<file path="src/rtl/sipo_pkg.sv">
// Shared constants and helpers for the serial-to-parallel deserializer.
// SIPO_PARITY_CHECK_EN adds an even-parity bit to every frame.
package sipo_pkg;

  localparam int WIDTH_D = 4;

  typedef enum logic {
    LSB_FIRST_C = 1'b0,
    MSB_FIRST_C = 1'b1
  } bit_order_e;

  function automatic int clog2(input int n);
    int r;
    r = 0;
    while ((1 << r) < n) r++;
    return (r < 1) ? 1 : r;
  endfunction

  function automatic int frame_len(input int w);
`ifdef SIPO_PARITY_CHECK_EN
    return w + 1;
`else
    return w;
`endif
  endfunction

  localparam int FRAME_LEN = frame_len(WIDTH_D);

endpackage

</file>
<file path="src/rtl/sipo_deserializer_if.sv">
// Serial input side and parallel valid/ready output side of the deserializer.
// SIPO_PARITY_CHECK_EN adds the parity_err signal.
interface sipo_deserializer_if
  import sipo_pkg::*;
#(
  parameter int WIDTH = WIDTH_D
);
  localparam int CW = clog2(frame_len(WIDTH));

  logic             serial_in;
  logic             bit_valid;
  logic             align;
  logic             out_ready;
  logic [WIDTH-1:0] parallel_out;
  logic             out_valid;
  logic             overrun;
  logic [CW-1:0]    bit_count;
`ifdef SIPO_PARITY_CHECK_EN
  logic             parity_err;
`endif

  modport master (
    output serial_in, bit_valid, align, out_ready,
`ifdef SIPO_PARITY_CHECK_EN
    input  parity_err,
`endif
    input  parallel_out, out_valid, overrun, bit_count
  );

  modport slave (
    input  serial_in, bit_valid, align, out_ready,
`ifdef SIPO_PARITY_CHECK_EN
    output parity_err,
`endif
    output parallel_out, out_valid, overrun, bit_count
  );

endinterface

</file>
<file path="src/rtl/sipo_out_hold.sv">
// One-word holding register with valid/ready handoff and overrun pulse.
// SIPO_PARITY_CHECK_EN carries a parity error flag alongside the word.
module sipo_out_hold #(
  parameter int WIDTH = 4
) (
  input  logic             clk,
  input  logic             rst,
  input  logic             word_done,
  input  logic [WIDTH-1:0] word,
`ifdef SIPO_PARITY_CHECK_EN
  input  logic             par_in,
  output logic             parity_err,
`endif
  input  logic             out_ready,
  output logic [WIDTH-1:0] data,
  output logic             valid,
  output logic             overrun
);

  logic free;

  // A word consumed on the same edge frees the slot for the incoming word.
  assign free = !valid || out_ready;

  always_ff @(posedge clk) begin
    if (rst) begin
      data    <= '0;
      valid   <= 1'b0;
      overrun <= 1'b0;
`ifdef SIPO_PARITY_CHECK_EN
      parity_err <= 1'b0;
`endif
    end else begin
      overrun <= 1'b0;
      if (word_done) begin
        if (free) begin
          data  <= word;
          valid <= 1'b1;
`ifdef SIPO_PARITY_CHECK_EN
          parity_err <= par_in;
`endif
        end else begin
          overrun <= 1'b1;
        end
      end else if (valid && out_ready) begin
        valid <= 1'b0;
      end
    end
  end

endmodule

</file>
<file path="src/rtl/sipo_deserializer.sv">
// Collects a serial bit stream into WIDTH-bit words and hands them off.
// SIPO_PARITY_CHECK_EN: each frame carries a trailing even-parity bit.
module sipo_deserializer
  import sipo_pkg::*;
#(
  parameter int WIDTH     = WIDTH_D,
  parameter bit MSB_FIRST = 1'b1
) (
  input logic                clk,
  input logic                rst,
  sipo_deserializer_if.slave bus
);

  localparam bit_order_e ORDER = bit_order_e'(MSB_FIRST);
  localparam int         FL    = frame_len(WIDTH);
  localparam int         CW    = clog2(FL);

  logic [WIDTH-1:0] sr;
  logic [WIDTH-1:0] shifted;
  logic [WIDTH-1:0] word;
  logic [CW-1:0]    cnt;
  logic             last;
  logic             word_done;
`ifdef SIPO_PARITY_CHECK_EN
  logic             par_err;
`endif

  always_comb begin
    shifted   = (ORDER == MSB_FIRST_C) ? {sr[WIDTH-2:0], bus.serial_in}
                                       : {bus.serial_in, sr[WIDTH-1:1]};
    last      = (cnt == CW'(FL - 1));
    word_done = bus.bit_valid && last && !bus.align;
`ifdef SIPO_PARITY_CHECK_EN
    // Last frame bit is parity; the data word is already complete in sr.
    word      = sr;
    par_err   = (^sr) ^ bus.serial_in;
`else
    word      = shifted;
`endif
  end

  always_ff @(posedge clk) begin
    if (rst || bus.align) begin
      sr  <= '0;
      cnt <= '0;
    end else if (bus.bit_valid) begin
      if (last) begin
        sr  <= '0;
        cnt <= '0;
      end else begin
        sr  <= shifted;
        cnt <= cnt + CW'(1);
      end
    end
  end

  assign bus.bit_count = cnt;

  sipo_out_hold #(.WIDTH(WIDTH)) u_hold (
    .clk       (clk),
    .rst       (rst),
    .word_done (word_done),
    .word      (word),
`ifdef SIPO_PARITY_CHECK_EN
    .par_in    (par_err),
    .parity_err(bus.parity_err),
`endif
    .out_ready (bus.out_ready),
    .data      (bus.parallel_out),
    .valid     (bus.out_valid),
    .overrun   (bus.overrun)
  );

endmodule

</file>
<file path="src/flat_wrapper.sv">
// flat-port wrapper written by rule: the top's interface ports become plain ports
module sipo_deserializer_flat import sipo_pkg::*;
#(
  parameter int WIDTH     = WIDTH_D,
  parameter bit MSB_FIRST = 1'b1
)
  (clk, rst, bus_serial_in, bus_bit_valid, bus_align, bus_out_ready, bus_parallel_out, bus_out_valid, bus_overrun, bus_bit_count);
  sipo_deserializer_if #(.WIDTH(WIDTH)) bus_i ();
  input logic clk;
  input logic rst;
  input wire logic [$bits(bus_i.serial_in)-1:0] bus_serial_in;
  input wire logic [$bits(bus_i.bit_valid)-1:0] bus_bit_valid;
  input wire logic [$bits(bus_i.align)-1:0] bus_align;
  input wire logic [$bits(bus_i.out_ready)-1:0] bus_out_ready;
  output wire logic [$bits(bus_i.parallel_out)-1:0] bus_parallel_out;
  output wire logic [$bits(bus_i.out_valid)-1:0] bus_out_valid;
  output wire logic [$bits(bus_i.overrun)-1:0] bus_overrun;
  output wire logic [$bits(bus_i.bit_count)-1:0] bus_bit_count;
  assign bus_i.serial_in = bus_serial_in;
  assign bus_i.bit_valid = bus_bit_valid;
  assign bus_i.align = bus_align;
  assign bus_i.out_ready = bus_out_ready;
  assign bus_parallel_out = bus_i.parallel_out;
  assign bus_out_valid = bus_i.out_valid;
  assign bus_overrun = bus_i.overrun;
  assign bus_bit_count = bus_i.bit_count;
  sipo_deserializer #(.WIDTH(WIDTH), .MSB_FIRST(MSB_FIRST)) u_core (.clk(clk), .rst(rst), .bus(bus_i));
endmodule
</file>
<file path="config.mk">
export PLATFORM = sky130hd
export DESIGN_NAME = sipo_deserializer_flat
export DESIGN_NICKNAME = d
export VERILOG_FILES = /design/src/rtl/sipo_pkg.sv /design/src/rtl/sipo_deserializer_if.sv /design/src/rtl/sipo_out_hold.sv /design/src/rtl/sipo_deserializer.sv /design/src/flat_wrapper.sv
export SDC_FILE = /design/constraint.sdc
export NUM_CORES = 1
export LEC_CHECK = 0
export CORE_AREA = 2 2 39 41
export CTS_CLUSTER_DIAMETER = 40
export DETAILED_ROUTE_END_ITERATION = 12
export DIE_AREA = 0 0 41 43
export DONT_BUFFER_PORTS = 1
export PLACE_DENSITY = 0.48
export SLEW_MARGIN = 15
export SYNTH_ARGS = -nofsm -noshare
export SYNTH_HDL_FRONTEND = slang
export SYNTH_SLANG_ARGS = --single-unit
export TNS_END_PERCENT = 20
</file>
<file path="constraint.sdc">
create_clock -name clk -period 1.9 [get_ports clk]
set_input_delay 0.19 -clock clk [delete_from_list [all_inputs] [get_ports clk]]
set_output_delay 0.19 -clock clk [all_outputs]
set_load 0.01 [all_outputs]
</file>
# Word-level counts from Yosys, hierarchy flattened
# Index checks and enable logic that the tools add are counted.
# W data, S select, Z words.
[classes] bitwise_logic=1 n_reduce_logical=11 add_sub_neg=1 n_eq_ne=2 mux=6
[ops] op="$mux W1" n=4
[ops] op="$reduce_and A2 Y1" n=2
[ops] op="$logic_and A1 B1 Y1" n=3
[ops] op="$mux W3" n=1
[ops] op="$add A2 B1 Y2 const B" n=1
[ops] op="$eq A2 B2 Y1 const B" n=1
[ops] op="$logic_not A1 Y1" n=2
[ops] op="$logic_or A1 B1 Y1" n=2
[ops] op="$mux W2" n=1
[ops] op="$ne A2 B1 Y1 const B" n=1
[ops] op="$reduce_bool A2 Y1" n=1
[ops] op="$reduce_or A2 Y1" n=1
[ops] op="$not A1 Y1" n=1
[totals] in_bits=6 out_inout_bits=8 elab_cells=26 ff_bits=11

# Depth between registers and ports, before layout
[logic_depth] word_depth=5 ltp_mapped=4 depth_no_buf=4

# Modules after synthesis
# A second synthesis with hierarchy kept.
[unflattened] hier_cells=48 hier_area_um2=494.2
[modules_own_cells] module="sipo_out_hold" cells_each=23 n_inst=1 area_per_inst_um2=254.0
[modules_own_cells] module="sipo_deserializer" cells_each=25 n_inst=1 area_per_inst_um2=240.2

# Worst setup path before layout
# No wires, ideal clock.
[synth_timing] kind="reg-to-reg" start="register u_core.cnt[0], in the netlist u_core.bus.bit_count[0]" end="register u_core.u_hold.data[0]" required_ns=1.828 path_stages_with_launch=5 setup_ns=0.072 period_less_slack_ns=1.266 t_arrival_ns=1.194 slack_ns=0.634 cell_sequence="dfxtp_1 ha_1 nand2_4 nor3b_4 mux2i_1"
[synth_via] elab_chain_cells=4
[synth_rtl] item="start: declaration" line_no="sipo_deserializer.sv:21" text="logic [CW-1:0] cnt;"
[synth_rtl] item="start signal: assignment" line_no="sipo_deserializer.sv:52" text="cnt <= cnt + CW'(1);"
[synth_rtl] item="$eq A2 B2 Y1" line_no="sipo_deserializer.sv:31" text="last = (cnt == CW'(FL - 1));"
[synth_rtl] item="$logic_and A1 B1 Y1 (2 in series)" line_no="sipo_deserializer.sv:32" text="word_done = bus.bit_valid && last && !bus.align;"
[synth_rtl] item="$reduce_and A2 Y1 (no source line)"
[synth_rtl] item="end signal: assignment" line_no="sipo_out_hold.sv:37" text="data <= word;"
[synth_rtl] item="end: declaration" line_no="sipo_out_hold.sv:15" text="output logic [WIDTH-1:0] data,"
# Every way passes these cells.
# A chain may end at the register's enable or synchronous reset.

# Final worst setup path
# Ends and elaborated chain as after synthesis.

==> metrics.csv <==
metric,value,unit
outcome,completed,
routed_wl,807,µm
slew_violations,0,
fmax,0.717,GHz
p_total,0.000406,W
crit_required,2090,ps
vias_per_cell,4.68,
worst_path_dominant_cell_family,flip-flops,
critPathBufInv,0,
grt_start_max_net_pins,11,
final_util,38.0,%
areaGrowthSynthToFinish,8.53,%
die-area,0.00176,mm²
syn_area,484,µm²
htreeDepth,1,
drtIter0Drc,3,
path_clk_slew,70,ps
path_class,register to register,
finalCritPeriodShare,73.4,%
path_depth,4,
clockRootBuffer,clkbuf_4,
min_period,1390,ps
drive_gt1_share,10.0,%
cts_sinks,11,
drv_cap,0,
die_w,41,µm
crit_slowest_cell,dfxtp_1,
synth_nets,54,
grt_pass1_vias,327,
io_pins,14,
nNetsFinal,58,
rows,14,
setup_tns,0,ps
leakagePower,0.180,nW
cp.arrival,1590,ps
crit_path_max_fanout,5,
start_kind,register,
seq_area_frac_synth,45.5,%
setup_violations,0,
grt.total_usage,11.2,%
synthCells,47,
synth_top_cell_by_area,dfxtp_1,
gp_congestion,0.608,
ys_ff_latch,11,
antenna_found_initial,0,
slew_headroom,80.2,%
holdWs,75.7,ps
vias,309,
cts_max_path_buffers,2,
setup_ws,506,ps
cts-buffers-inserted,3,
final_cell_mix,"12 x nand2b_1, 11 x dfxtp_1, 6 x mux2i_1, 4 x nor2_1",
crit_chain,ha_1 -> nand2_4 -> nor3b_4 -> mux2i_1,
cts_tree,built,
die_h,43,µm
rsz0062_at_grt,false,
synth_top_area_share,45.5,%
drcViolationCount,0,
clkLatencyLatePin,260,ps
yosysWarnings,0,
insertedDiodeCount,0,
post-cts-setup-buffers,0,
hold_class,input pin to register,
firstDrtPassIters,2,
cpPeakStageDelay,430,ps
synth_area_per_cell,10.3,µm²
hold_viol,0,
ys_types,14,
power_density,773,mW/mm²
peakVddDrop,326,µV
endpoint_kind,register,
initial_utilization,35.0,%
port_buffers,0,
grt_pass1_wl,1280,µm
finalClockSkew,6.22,ps
final_common_cell,nand2b_1,
grt_overflow,0,
worst_slew_pin_slew,296,ps
ant_nets,0,
routedWlPerCell,12.2,µm
dpl_worst_slack,517,ps
coreArea,0.00138,mm²
place_hpwl,618,µm
rr_worst_depth,4,
netlist_top_cells_area,"dfxtp_1 45%, nand2b_1 16%, mux2i_1 12%",
min_path_cells,2,
[synthesized netlist by cell type]
cell	instances
nand2b_1	12
nand3b_1	3
mux2i_1	6
clkbuf_1	1
dfxtp_1	11
or2_1	1
a21oi_1	3
nor2_1	4
nor3_1	1
nand2_4	1
nor3b_4	1
buf_6	1
ha_1	1
o21a_1	1
[area by class of cell]
type	instances	area (µm²)
multi-input cells	34	249
repair buffers	1	10.0
clock buffers	4	26.3
fillers	142	858
well taps	16	20.0
flip-flops and latches	11	220
[what timing repair did]
| item | in CTS | in global routing |
|---|---|---|
| hold buffers | 1 | 0 |
| resized for setup | 0 | 0 |
| hold endpoints to repair | 1 | 0 |
[stage by stage]
stage                     cell area, µm²  std cells
after floorplan                      484         47
after global placement               489         61
after detailed placement             489         61
after CTS                            526         66
after global routing                 526         66
final                                526         66
[layer usage]
| metal | track usage (%) | wire (µm) |
|---|---|---|
| met1 | 14.3 | 365 |
| met2 | 13.4 | 335 |
| met3 | 6.28 | 105 |
| met4 | 8.00 | 0 |
| met5 | 0 | 0 |
[report_power, final]
part	leakage [nW]	internal [W]	switching, W	total, W
Combinational	0.0760	0.0000101	0.00000531	0.0000154
Sequential	0.0889	0.000233	0.00000295	0.000236
Clock	0.0150	0.0000811	0.0000739	0.000155
Total	0.180	0.000324	0.0000822	0.000406
[worst paths after layout]
| kind | startpoint | end | slack, ps |
|---|---|---|---|
| worst max register to register | u_core.bus.bit_count[0]$_SDFFE_PP0P_ | u_core.u_hold.data[0]$_SDFFE_PP0P_ | 510 |
| worst min-delay path | bus_bit_valid | u_core.u_hold.overrun$_SDFF_PP0_ | 80 |
| worst max-delay path | u_core.bus.bit_count[0]$_SDFFE_PP0P_ | u_core.u_hold.data[0]$_SDFFE_PP0P_ | 510 |
| worst min register to register | u_core.sr[2]$_SDFFE_PP0P_ | u_core.sr[2]$_SDFFE_PP0P_ | 470 |
[state kept, by name, indices dropped and copies added, names as in the netlist]
register               cells
u_core.u_hold.data         4
u_core.sr                  3
u_core.bus.bit_count       2
u_core.u_hold.overrun      1
u_core.u_hold.valid        1
[cell families after synthesis]
kind of cell               share of synthesized area (%)
and+or+nand+nor                                     31.8
DFF                                                 45.5
muxes                                               12.4
buffers and inverters                               3.10
adders and majority gates                           2.58
AOI/OAI and AO/OA                                   4.65
Note: power is estimated with default switching activity, not from simulation.
